## src/rtl/data_cache.sv

```systemverilog
// data_cache: direct-mapped, write-through, no-write-allocate data cache that
// sits between the MEM-stage load/store path and DataMemory. Line refill reads
// DataMemory's combinational port one word per cycle while the pipeline stalls.
// Optional load hit/miss statistics are built only when DCACHE_STATS_EN is defined.
module data_cache #(
    parameter int ADDRESS_WIDTH = 32,
    parameter int DATA_WIDTH    = 32,
    parameter int SETS          = 32,
    parameter int BLOCK_WORDS   = 4
) (
    input  logic                     clk,
    input  logic                     rst_n,
    input  logic [ADDRESS_WIDTH-1:0] cpu_addr,
    input  logic [DATA_WIDTH-1:0]    cpu_wdata,
    input  logic                     cpu_we,
    input  logic                     cpu_re,
    input  logic                     cpu_byte,
    output logic [DATA_WIDTH-1:0]    cpu_rdata,
    output logic                     stall,
    output logic [ADDRESS_WIDTH-1:0] mem_addr,
    output logic [DATA_WIDTH-1:0]    mem_wdata,
    output logic                     mem_we,
    output logic                     mem_byte,
    input  logic [DATA_WIDTH-1:0]    mem_rdata,
    output logic [31:0]              hit_count,
    output logic [31:0]              miss_count
);
    localparam int OFF_W  = $clog2(4 * BLOCK_WORDS);
    localparam int WORD_W = $clog2(BLOCK_WORDS);
    localparam int IDX_W  = $clog2(SETS);
    localparam int TAG_W  = ADDRESS_WIDTH - IDX_W - OFF_W;
    localparam logic [WORD_W-1:0] LAST_WORD = WORD_W'(BLOCK_WORDS - 1);

    typedef enum logic {IDLE, REFILL} state_t;

    state_t                  state, state_nxt;
    logic [WORD_W-1:0]       cnt;
    logic [SETS-1:0]         valid;
    logic [TAG_W-1:0]        tag_ram  [SETS];
    logic [DATA_WIDTH-1:0]   data_ram [SETS*BLOCK_WORDS];

    logic [TAG_W-1:0]        tag;
    logic [IDX_W-1:0]        idx;
    logic [WORD_W-1:0]       woff;
    logic [1:0]              lane;
    logic                    misaligned;
    logic                    hit;
    logic [DATA_WIDTH-1:0]   rd_word;
    logic                    ld_hit, ld_miss, st_hit, refill_wr, refill_done;

    assign tag        = cpu_addr[ADDRESS_WIDTH-1 -: TAG_W];
    assign idx        = cpu_addr[OFF_W +: IDX_W];
    assign woff       = cpu_addr[2 +: WORD_W];
    assign lane       = cpu_addr[1:0];
    assign misaligned = !cpu_byte && (lane != 2'b00);
    assign hit        = valid[idx] && (tag_ram[idx] == tag);
    assign rd_word    = data_ram[{idx, woff}];

    // Load data: misaligned word accesses bypass the array; byte loads zero-extend
    always_comb begin
        cpu_rdata = rd_word;
        if (misaligned)
            cpu_rdata = mem_rdata;
        else if (cpu_byte)
            cpu_rdata = {{(DATA_WIDTH-8){1'b0}}, rd_word[{lane, 3'b000} +: 8]};
    end

    // Next-state, stall and memory-side drive; outputs are quiet while in reset
    always_comb begin
        state_nxt   = state;
        stall       = 1'b0;
        mem_addr    = cpu_addr;
        mem_wdata   = cpu_wdata;
        mem_we      = cpu_we;
        mem_byte    = cpu_byte;
        ld_hit      = 1'b0;
        ld_miss     = 1'b0;
        st_hit      = 1'b0;
        refill_wr   = 1'b0;
        refill_done = 1'b0;
        case (state)
            IDLE: begin
                if (!misaligned) begin
                    if (cpu_we) begin
                        st_hit = hit;
                    end else if (cpu_re) begin
                        if (hit) begin
                            ld_hit = 1'b1;
                        end else begin
                            ld_miss   = 1'b1;
                            stall     = 1'b1;
                            state_nxt = REFILL;
                        end
                    end
                end
            end
            REFILL: begin
                mem_addr  = {tag, idx, cnt, 2'b00};
                mem_we    = 1'b0;
                mem_byte  = 1'b0;
                stall     = 1'b1;
                refill_wr = 1'b1;
                if (cnt == LAST_WORD) begin
                    refill_done = 1'b1;
                    state_nxt   = IDLE;
                end
            end
            default: state_nxt = IDLE;
        endcase
        if (!rst_n) begin
            stall  = 1'b0;
            mem_we = 1'b0;
        end
    end

    // Control state: FSM, refill word counter and valid bits
    always_ff @(posedge clk or negedge rst_n) begin
        if (!rst_n) begin
            state <= IDLE;
            cnt   <= '0;
            valid <= '0;
        end else begin
            state <= state_nxt;
            if (ld_miss) begin
                // Line is invalid while it is being overwritten word by word
                cnt        <= '0;
                valid[idx] <= 1'b0;
            end else if (refill_wr) begin
                cnt <= cnt + WORD_W'(1);
            end
            if (refill_done)
                valid[idx] <= 1'b1;
        end
    end

    // Tag and data arrays: refill words, store-hit updates, tag on refill completion
    always_ff @(posedge clk) begin
        if (refill_wr)
            data_ram[{idx, cnt}] <= mem_rdata;
        else if (st_hit && cpu_byte)
            data_ram[{idx, woff}][{lane, 3'b000} +: 8] <= cpu_wdata[7:0];
        else if (st_hit)
            data_ram[{idx, woff}] <= cpu_wdata;
        if (refill_done)
            tag_ram[idx] <= tag;
    end

`ifdef DCACHE_STATS_EN
    logic [31:0] hit_q, miss_q;

    function automatic logic [31:0] sat_inc(input logic [31:0] v);
        return (v == 32'hFFFF_FFFF) ? v : v + 32'd1;
    endfunction

    // Saturating load hit/miss statistics
    always_ff @(posedge clk or negedge rst_n) begin
        if (!rst_n) begin
            hit_q  <= '0;
            miss_q <= '0;
        end else begin
            if (ld_hit)
                hit_q <= sat_inc(hit_q);
            if (ld_miss)
                miss_q <= sat_inc(miss_q);
        end
    end

    assign hit_count  = hit_q;
    assign miss_count = miss_q;
`else
    assign hit_count  = '0;
    assign miss_count = '0;
`endif

endmodule

```

## config.mk

```make
export PLATFORM = sky130hd
export DESIGN_NAME = data_cache
export DESIGN_NICKNAME = d
export VERILOG_FILES = /design/src/rtl/data_cache.sv
export SDC_FILE = /design/constraint.sdc
export NUM_CORES = 2
export LEC_CHECK = 0
export ABC_CLOCK_PERIOD_IN_PS = 24100
export CAP_MARGIN = 15
export CORE_UTILIZATION = 55
export DETAILED_ROUTE_END_ITERATION = 7
export PLACE_DENSITY_LB_ADDON = 0.25
export SLEW_MARGIN = 20
export SYNTH_ARGS = -nofsm -noshare
export SYNTH_HDL_FRONTEND = slang
export SYNTH_MEMORY_MAX_BITS = 65536
export SYNTH_SLANG_ARGS = --single-unit
```

## constraint.sdc

```tcl
create_clock -name clk -period 24.1 [get_ports clk]
set_clock_uncertainty 0.05 [all_clocks]
set_input_delay 7.23 -clock clk [delete_from_list [all_inputs] [get_ports clk]]
set_output_delay 7.23 -clock clk [all_outputs]
set_load 0.02 [all_outputs]
```

==> run_results.csv <==
group,metric,value,unit
cts,numCtsBuffers,462,
critical_path,critical_path.max_stage_delay,0.88,ns
place,gp_congestion,0.889,
routing,wl_per_cell,35.7,um
critical_path,worstPathBufferInverterCount,5,
routing,ant_nets,0,
floorplanning,ios,264,
status,status,"finished clean",
cts,clk_pin_slew_worst_paths,0.06,ns
logic_synthesis,ys_types,68,
timing,finalSetupTns,0,ns
pwr,switching_share,0.240,
layout,syn_to_final_growth,13.3,%
critical_path,path_common_cell,"buf_4",
routing,drc,0,
logic_synthesis,synth_edf_count,4832,
floorplanning,coreArea,346000,um2
cts,cts_sinks,4867,
grt,grt_max_degree,138,
logic_synthesis,synth_area,191000,um2
grt,overflow,0,
critical_path,r2r_setup_slack,17.22,ns
routing,routed_via_density,6.78,
timing,setup_viol,0,
timing,min_period,20.69,ns
grt,track_usage,0.297,
pwr,total_power,18.2,mW
logic_synthesis,synthArstFlopShare,0.00719,
cts,clock_latency,0.99,ns
cts,ctsHoldBuffers,0,
logic_synthesis,synth_top_area_cell,"edfxtp_1",
routing,vias,98200,
min_path,min_from,"valid[24]",
pwr,p_clk_frac,0.390,
cts,post-cts-setup-buffer-count,0,
timing,min_period_over_period,0.858,
cts,ctsResizeCount,0,
min_path,worstHoldPathType,"flop to flop",
floorplanning,die_x,592,um
floorplanning,fp.dieH,592,um
cts,cts_tree,"yes",
logic_synthesis,synthTopCellsByCount,"edfxtp_1 (4,832), mux4_2 (1,219), nor3_1 (535), mux2i_1 (474), clkbuf_1 (324)",
critical_path,reg2reg_from,"tag_ram[18][2]",
critical_path,critPathTopFamily,"compound AO/OA/AOI/OAI gates",
critical_path,reg2regPathDepth,13,
logic_synthesis,synthTopCellsByArea,"edfxtp_1 (76%), mux4_2 (14%), mux2i_1 (2.5%), nor3_1 (1.4%), clkbuf_1 (0.64%)",
timing,relSlewSlack,0.130,
logic_synthesis,synthCells,9001,
layout,fillers,22900,
timing,hold_slack,0.484,ns
place,dp_hpwl,310000,um
critical_path,cp-end-kind,"output pin",
floorplanning,dieArea,350000,um2
routing,drt-total-wl,518000,um
critical_path,critical_path_class,"primary input to output pin",
layout,multiInputGateArea,43900,um2
cts,root_buffer,"clkbuf_16",
cts,clockBufferDepth,4,
critical_path,r2r_end,"data_ram[48][4]",
timing,tightestPinTransition,1.29,ns
place,port_buffers,199,
logic_synthesis,yosys.area.top_type_share,0.758,
pwr,combinationalPowerShare,0.092,
layout,nets,9624,
timing,rsz0062_at_grt,"false",
grt,grt_pass1_wl,731000,um
routing,drt_iter0_markers,14200,
logic_synthesis,synthFlopType,"edfxtp_1",
logic_synthesis,avgSynthCellArea,21.3,um2
job,cap_violations,0,
timing,final_hold_viol_count,0,
timing,maxSlewViolCount,0,
critical_path,worstPathArrival,13.41,ns
grt,first_global_vias,97000,
layout,regArea,146000,um2
routing,drtPass1Iterations,6,
pwr,powerDensity,83.9,nW/um2
grt,antenna_found_initial,22,
logic_synthesis,synth.most_common_cell,"edfxtp_1",
pwr,ir_worst_vdd,98.9,uV
pwr,pwr-share-seq,0.518,
logic_synthesis,ys_seq_area_frac,0.763,
timing,max_freq,48.3,MHz
pwr,p_leak,68.2,nW
logic_synthesis,yosys_warnings,0,
min_path,holdPathStages,2,
floorplanning,start_util,0.553,
cts,ctsHtreeMaxLevel,5,
critical_path,crit_chain,"buf_16, buf_4, buf_4, nand2b_1, o21ai_1, buf_4, o32ai_1, mux2i_1, a32oi_1, a31oi_1, o32ai_1, clkdlybuf4s50_1",
pwr,intPower,13.8,mW
layout,drive_gt1_frac,0.282,
logic_synthesis,ys_ff_latch,4867,
critical_path,required,16.82,ns
critical_path,worstPathMaxFanout,66,
critical_path,worstSetupStartpointType,"primary input",
min_path,whs_endpoint,"valid[24]",
floorplanning,num_rows,216,
pwr,p_switching,4.36,mW
critical_path,cp_slowest_cell,"a31oi_1",
[cell usage in the layout, fill, tap and decap left out, types with 20 or more instances in the layout]
master / synthesis / routed
nor3_1: 535 / 269
buf_4: 131 / 490
nor3_2: 0 / 265
and3_1: 20 / 20
o21ai_0: 84 / 82
clkdlybuf4s50_1: 0 / 187
mux4_2: 1219 / 1219
edfxtp_1: 4832 / 4832
clkinv_2: 0 / 81
clkbuf_1: 324 / 103
a31oi_1: 31 / 27
nor2b_1: 25 / 24
a22oi_1: 39 / 39
a21oi_1: 80 / 79
buf_12: 0 / 24
nor2_4: 0 / 26
a211oi_1: 30 / 27
dfrtp_1: 35 / 35
mux2_2: 55 / 30
inv_1: 43 / 39
bufinv_16: 0 / 40
clkbuf_16: 0 / 468
o22ai_1: 191 / 191
nor2_1: 145 / 117
clkinv_1: 0 / 110
nor4_1: 51 / 50
conb_1: 1 / 64
mux2i_1: 474 / 470
mux2_4: 0 / 24
nand3_1: 44 / 33
nand2_1: 161 / 156
[worst register-to-register path: cells and delay by family (launching register included)]
kind / cells / cell delay (ns)
buffers and inverters: 4 / 1.86
AOI/OAI and AO/OA: 3 / 0.90
and+or+nand+nor: 5 / 3.29
muxes: 1 / 0.15
DFF: 1 / 0.37
[per-stage QoR]
stage | instances | worst slack, ns | area, um2 | util
after floorplan | 9064 | 6.11 | 192000 | -
after global placement | 13600 | 2.86 | 201000 | 0.580
after detailed placement | 13600 | 3.72 | 202000 | 0.583
after CTS | 14500 | 3.70 | 216000 | 0.625
after global routing | 14500 | 3.31 | 217000 | 0.626
final | 14500 | 3.41 | 217000 | 0.626
[power groups by stage]
stage                     registers [mW]  logic, mW  clock network, mW
after floorplan                     9.59      0.860                  0
after global placement              9.59       1.54                  0
after detailed placement            9.60       1.63                  0
after CTS                           9.42       1.63               7.14
after global routing                9.42       1.69               7.45
final                               9.42       1.67               7.09
[worst max-delay path by stage]
stage	start	slack [ns]	cells past startpoint	to
after floorplan	cpu_addr[2]	6.11	13	cpu_rdata[7]
after global placement	cpu_addr[2]	2.86	12	cpu_rdata[7]
after detailed placement	cpu_addr[2]	3.72	12	cpu_rdata[6]
after CTS	cpu_addr[2]	3.70	12	cpu_rdata[6]
after global routing	cpu_addr[2]	3.31	12	cpu_rdata[6]
final	cpu_addr[2]	3.41	12	cpu_rdata[6]
[registers in the layout, indices dropped and copies added (netlist names)]
signal,flops
tag_ram,736
valid,32
cnt,2
state,1
data_ram,4096
[cell type report]
cell class                      instances  area share
Clock inverter                        274      0.0116
Inverter                               44    0.000774
Clock buffer                          573      0.0560
Multi-Input combinational cell       3424       0.203
Timing Repair Buffer                  718      0.0287
Antenna cell                           11    0.000127
Sequential cell                      4867       0.674
Tap cell                             4578      0.0264
[cells by family (layout without fill, tap and decap cells)]
group	count (synthesis)	count (layout)	share of synthesized area
other cells	1	75	0.0000196
buf+inv	773	1609	0.0190
xor+xnor	4	4	0.000183
fa+ha+maj	6	6	0.000392
mux	1748	1748	0.172
compound gates	558	558	0.0189
flops	4867	4867	0.763
simple gates	1044	1044	0.0269
[routing by layer]
metal / vias up / wire length [um] / track usage
met4: 17 / 23500 / 0.126
met2: 6549 / 243000 / 0.455
met3: 997 / 62500 / 0.0715
li1: 38800 / - / -
met5: - / 388 / 0
met1: 51800 / 189000 / 0.413
Power figures use the tool's default switching activity.
